## src/rtl/kbd_disp_pkg.sv

```systemverilog
// Shared constants and decode state type for the
// keyboard entry / display path.
package kbd_disp_pkg;

   localparam logic [7:0] SC_BREAK = 8'hF0;
   localparam logic [7:0] SC_EXT   = 8'hE0;
   localparam logic [7:0] SC_BKSP  = 8'h66;
   localparam logic [7:0] SC_ESC   = 8'h76;

   typedef enum logic [1:0] {
      IDLE,
      BRK,
      EXT,
      EXTBRK
   } dec_state_t;

endpackage

```

## src/rtl/display_scanner.sv

```systemverilog
// Time-multiplexes the entry buffer onto the
// shared 7-segment display, one slot per period.
module display_scanner #(
   parameter int NUM_DIGITS  = 4,
   parameter int REFRESH_DIV = 50000
) (
   input  logic                       clk,
   input  logic                       reset,
   input  logic [NUM_DIGITS-1:0][3:0] entry_buf,
   input  logic [2:0]                 entry_count,
   output logic [NUM_DIGITS-1:0]      anode,
   output logic [3:0]                 disp_digit,
   output logic                       disp_blank
);

   localparam int RW =
      (REFRESH_DIV > 1) ? $clog2(REFRESH_DIV) : 1;
   localparam int SW = $clog2(NUM_DIGITS);
   localparam logic [NUM_DIGITS-1:0] ONE = 1;

   logic [RW-1:0] ref_cnt;
   logic [SW-1:0] slot;
   logic [SW-1:0] slot_next;
   logic          wrap;

   // Slot wrap detection and next-slot selection
   always_comb begin
      wrap = (ref_cnt == RW'(REFRESH_DIV - 1));
      if (slot == SW'(NUM_DIGITS - 1))
         slot_next = '0;
      else
         slot_next = slot + 1'b1;
   end

   // Refresh counter, slot index and display registers
   always_ff @(posedge clk or posedge reset) begin
      if (reset) begin
         ref_cnt    <= '0;
         slot       <= '0;
         anode      <= '1;
         disp_digit <= 4'h0;
         disp_blank <= 1'b1;
      end else if (wrap) begin
         ref_cnt    <= '0;
         slot       <= slot_next;
         anode      <= ~(ONE << slot_next);
         disp_digit <= entry_buf[slot_next];
         disp_blank <= (3'(slot_next) >= entry_count);
      end else begin
         ref_cnt <= ref_cnt + 1'b1;
      end
   end

endmodule

```

## src/rtl/key_entry_controller.sv

```systemverilog
// Decodes PS/2 make/break events into a digit entry
// buffer and drives the multiplexed display.
module key_entry_controller
   import kbd_disp_pkg::*;
#(
   parameter int NUM_DIGITS     = 4,
   parameter int REFRESH_DIV    = 50000,
   parameter int PREFIX_TIMEOUT = 2**20
) (
   input  logic                  clk,
   input  logic                  reset,
   input  logic [7:0]            scan_code,
   input  logic                  scan_ready,
   input  logic [3:0]            digit_in,
   input  logic                  digit_valid,
   output logic [3:0]            disp_digit,
   output logic                  disp_blank,
   output logic [NUM_DIGITS-1:0] anode,
   output logic                  key_pressed,
   output logic [2:0]            entry_count
);

   localparam int TW = $clog2(PREFIX_TIMEOUT + 1);

   dec_state_t state, state_nxt;
   logic [7:0]    held_code;
   logic [TW-1:0] tmo_cnt;
   logic          tmo_hit;
   logic          make_acc;
   logic          clr_held;
   logic [NUM_DIGITS-1:0][3:0] entry_buf;

   // Decode state register
   always_ff @(posedge clk or posedge reset) begin
      if (reset) state <= IDLE;
      else       state <= state_nxt;
   end

   // Next-state decode, make acceptance, break release
   always_comb begin
      state_nxt = state;
      make_acc  = 1'b0;
      clr_held  = 1'b0;
      tmo_hit   = (tmo_cnt == TW'(PREFIX_TIMEOUT - 1));
      if (scan_ready) begin
         case (state)
            IDLE: begin
               if (scan_code == SC_BREAK)
                  state_nxt = BRK;
               else if (scan_code == SC_EXT)
                  state_nxt = EXT;
               else if (scan_code != held_code)
                  make_acc = 1'b1;
            end
            BRK: begin
               clr_held  = (scan_code == held_code);
               state_nxt = IDLE;
            end
            EXT: begin
               if (scan_code == SC_BREAK)
                  state_nxt = EXTBRK;
               else
                  state_nxt = IDLE;
            end
            default: state_nxt = IDLE;
         endcase
      end else if (state != IDLE && tmo_hit) begin
         state_nxt = IDLE;
      end
   end

   // Prefix timeout: counts idle cycles spent in a prefix state
   always_ff @(posedge clk or posedge reset) begin
      if (reset)
         tmo_cnt <= '0;
      else if (state == IDLE || scan_ready)
         tmo_cnt <= '0;
      else if (!tmo_hit)
         tmo_cnt <= tmo_cnt + 1'b1;
   end

   // Held code, entry buffer edits and key_pressed pulse
   always_ff @(posedge clk or posedge reset) begin
      if (reset) begin
         held_code   <= 8'h00;
         entry_buf   <= '0;
         entry_count <= 3'd0;
         key_pressed <= 1'b0;
      end else begin
         key_pressed <= make_acc;
         if (clr_held)
            held_code <= 8'h00;
         if (make_acc) begin
            held_code <= scan_code;
            case (1'b1)
               digit_valid: begin
                  entry_buf <= {entry_buf[NUM_DIGITS-2:0],
                                digit_in};
                  if (entry_count != 3'(NUM_DIGITS))
                     entry_count <= entry_count + 3'd1;
               end
               (scan_code == SC_BKSP): begin
                  if (entry_count != 3'd0) begin
                     entry_buf <= {4'h0,
                                   entry_buf[NUM_DIGITS-1:1]};
                     entry_count <= entry_count - 3'd1;
                  end
               end
               (scan_code == SC_ESC): begin
                  entry_buf   <= '0;
                  entry_count <= 3'd0;
               end
               default: ;
            endcase
         end
      end
   end

   display_scanner #(
      .NUM_DIGITS (NUM_DIGITS),
      .REFRESH_DIV(REFRESH_DIV)
   ) u_scan (
      .clk        (clk),
      .reset      (reset),
      .entry_buf  (entry_buf),
      .entry_count(entry_count),
      .anode      (anode),
      .disp_digit (disp_digit),
      .disp_blank (disp_blank)
   );

endmodule

```

## config.mk

```make
export PLATFORM = sky130hd
export DESIGN_NAME = key_entry_controller
export DESIGN_NICKNAME = d
export VERILOG_FILES = /design/src/rtl/kbd_disp_pkg.sv /design/src/rtl/display_scanner.sv /design/src/rtl/key_entry_controller.sv
export SDC_FILE = /design/constraint.sdc
export NUM_CORES = 1
export LEC_CHECK = 0
export CAP_MARGIN = 10
export CORE_UTILIZATION = 30
export DETAILED_ROUTE_END_ITERATION = 12
export HOLD_SLACK_MARGIN = 0.15
export PLACE_DENSITY_LB_ADDON = 0.1
export SLEW_MARGIN = 20
export SYNTH_ARGS = -nofsm -noshare
export SYNTH_HDL_FRONTEND = slang
export SYNTH_HIERARCHICAL = 1
export SYNTH_SLANG_ARGS = --single-unit
```

## constraint.sdc

```tcl
create_clock -name clk -period 2.65 [get_ports clk]
set_clock_uncertainty 0.15 [all_clocks]
set_input_delay 0.795 -clock clk [delete_from_list [all_inputs] [get_ports clk]]
set_output_delay 0.795 -clock clk [all_outputs]
set_load 0.005 [all_outputs]
```

==> flow_summary.json <==
{
  "status": "finished, final reports clean",
  "holdBufCountCts": 0,
  "synth_top_area_share_pct": 44.9,
  "path_clk_slew_ps": 60,
  "diodes": 0,
  "worst_setup_path_start_kind": "input port",
  "tritoncts": "yes",
  "layout-drive-gt1-share_pct": 18.0,
  "core_um2": 13200,
  "final_common_cell": "dfrtp_1",
  "whs_ps": 323,
  "cts-root-buf": "clkbuf_16",
  "async_reset_ff_share_pct": 100,
  "synth_edf_count": 0,
  "grt_first_pass_wirelength_um": 14200,
  "synthFlopType": "dfrtp_1",
  "grt.total_usage_pct": 12.7,
  "vias": 2919,
  "start_util_pct": 30.7,
  "grt_max_degree": 33,
  "ant_nets": 0,
  "cts.path.max_buffers": 2,
  "worstPathRequired_ps": 2720,
  "syn2layout_area_growth_pct": 23.3,
  "placementRows": 42,
  "power_density_nw_per_um2": 569,
  "critPathBufInv": 3,
  "setup_viol": 0,
  "cp.arrival_ps": 2600,
  "hpwl_um": 5710,
  "drc": 0,
  "drt_iter0_drc": 127,
  "die_w_um": 118,
  "wl_per_cell_um": 13.7,
  "antenna_found_initial": 0,
  "max_freq_mhz": 395,
  "mostFrequentLayoutCells": "73 x dfrtp_1, 42 x nand2_1, 37 x nor2_1",
  "grt_overflow_total": 0,
  "total_power_mw": 2.85,
  "drt_wl_total_um": 8420,
  "fin_crit_sh_pct": 95.5,
  "die_y_um": 118,
  "crit_type": "input port to register",
  "dp_cells": 598,
  "synth_top_area_cell": "dfrtp_1",
  "netlist_top_cells_area": "dfrtp_1 45%, xnor2_1 7.3%, nand2_1 3.9%, nor2_1 3.5%, ha_1 3.4%",
  "crit_path_max_fanout": 8,
  "cpPeakStageDelay_ps": 560,
  "via_per_inst": 4.74,
  "ir_worst_vdd_v": 0.000321,
  "worst_path_max_delay_cell": "clkdlybuf4s50_1",
  "max_slew_margin_pct": 48.3,
  "path_delay_family": "buffers and inverters",
  "worst_slew_pin_slew_ps": 768,
  "hold_class": "register to register",
  "ys_seq_area_share_pct": 48.1,
  "numCtsBuffers": 9,
  "total_leakage_power_nw": 2.13,
  "cap_violations": 0,
  "synthDistinctLibCells": 47,
  "nNetsFinal": 462,
  "fin_cells": 616,
  "cts_num_sinks": 78,
  "die_area_um2": 14000,
  "hold_viol_final": 0,
  "syn_avg_cell_area_um2": 10.6,
  "pin_count": 29,
  "synth_area_um2": 4070,
  "syn_inst": 382,
  "final_util_pct": 37.9,
  "finalCriticalPeriod_ps": 2530,
  "slew_violations": 0,
  "crit_chain": "clkdlybuf4s50_1, xnor2_1, nand4_1, buf_4, nor4_1, nor2_2, buf_4, a22o_1",
  "setup_tns_ps": 0,
  "place.gp.congestion": 0.739,
  "synth_nets": 409,
  "htreeDepth": 3,
  "cp_common_cell": "buf_4",
  "n_fill_cell": 1333,
  "first_pass_iters": 4,
  "yosys_warnings": 6,
  "grt_pass1_vias": 2883,
  "critical_path.endpoint_type": "register",
  "clk_latency_ps": 330,
  "portBuffers": 28,
  "synth_seq_cells": 78
}
[worst reg2reg max path, delay by kind of cell (launching register included)]
family | cells | cell delay [ps]
multiplexers | 2 | 880
flip-flops | 1 | 430
AND/OR/NAND/NOR | 1 | 370
adder cells (fa/ha/maj) | 1 | 230
[flip-flops by register name (all words and copies together), names as in the netlist, 2 cells and up]
name and count:
tmo_cnt 21, entry_buf 16, u_scan/ref_cnt 16, held_code 8, u_scan/anode 4, u_scan/disp_digit 4
entry_count 3, state 2, u_scan/slot 2
[kinds of logic after synthesis]
| kind of cell | Yosys count | synth area share [%] |
|---|---|---|
| fa+ha+maj | 11 | 3.38 |
| flops | 78 | 48.1 |
| mux | 24 | 8.46 |
| compound gates | 58 | 9.60 |
| buf+inv | 24 | 3.01 |
| xor+xnor | 37 | 7.97 |
| simple gates | 150 | 19.4 |
[power breakdown]
group | internal, mW | total (mW) | switching, mW
Clock | 0.729 | 1.21 | 0.484
Combinational | 0.186 | 0.332 | 0.146
Sequential | 1.25 | 1.31 | 0.0585
Total | 2.16 | 2.85 | 0.688
[routing by layer]
| metal | global-route usage, % | up-vias | wire, µm |
|---|---|---|---|
| met2 | 19.7 | 31 | 3760 |
| li1 | - | 1464 | - |
| met5 | 0 | - | 0 |
| met1 | 17.6 | 1415 | 4340 |
| met3 | 2.99 | 9 | 214 |
| met4 | 4.03 | 0 | 102 |
[area by class of cell]
| class | instances | area, µm² | area share, % |
|---|---|---|---|
| clock buffers | 12 | 236 | 4.72 |
| clock inverters | 4 | 48.8 | 0.973 |
| inverters | 11 | 41.3 | 0.824 |
| multi-input cells | 281 | 2010 | 40.0 |
| flip-flops and latches | 78 | 1960 | 39.1 |
| well taps | 176 | 220 | 4.39 |
| repair buffers | 54 | 502 | 10.0 |
[cell usage after synthesis, types with 3 or more instances]
master,count
mux4_2,4
a211oi_1,3
clkbuf_1,7
nor2_1,38
nand2_1,42
nand3_1,14
mux2_2,7
mux2i_1,4
nand4_1,10
mux2_4,9
a22o_1,15
nor4_1,8
dfstp_2,5
a21oi_1,10
xor2_1,3
dfrtp_1,73
and4_1,6
nor3b_1,3
and3_1,5
a31oi_1,3
o21ai_0,19
xnor2_1,34
ha_1,11
inv_1,11
nor3_1,8
[timing repair]
| item | in CTS | in global routing |
|---|---|---|
| pin swaps | 1 | 4 |
| buffers inserted | 0 | 1 |
| gates resized for setup | 0 | 8 |
| endpoints found under the setup margin | 12 | 21 |
| gates cloned | 0 | 1 |
[final timing paths]
path                                              from                                to  slack, ps  depth (start not counted)
min reg2reg                u_scan/anode[3]$_DFFE_PP1N_       u_scan/anode[3]$_DFFE_PP1N_        320                          2
max                                       scan_code[1]          held_code[4]$_DFFE_PP0P_        120                          8
min in group asynchronous                        reset           tmo_cnt[15]$_DFFE_PP0P_        650                          2
max reg2reg                 u_scan/slot[0]$_DFFE_PP0N_  u_scan/disp_digit[0]$_DFFE_PP0N_        480                          4
min                        u_scan/anode[3]$_DFFE_PP1N_       u_scan/anode[3]$_DFFE_PP1N_        320                          2
max in group asynchronous                        reset            tmo_cnt[3]$_DFFE_PP0P_       1210                          3
[stage by stage]
step | setup slack (ps) | instance area (µm²)
6_report | 119 | 5010
5_1_grt | -0.223 | 5010
4_1_cts | 12.8 | 4980
3_5_place_dp | -358 | 4690
3_3_place_gp | -327 | 4690
2_1_floorplan | 74.7 | 4070
(Power assumes the default switching activity.)
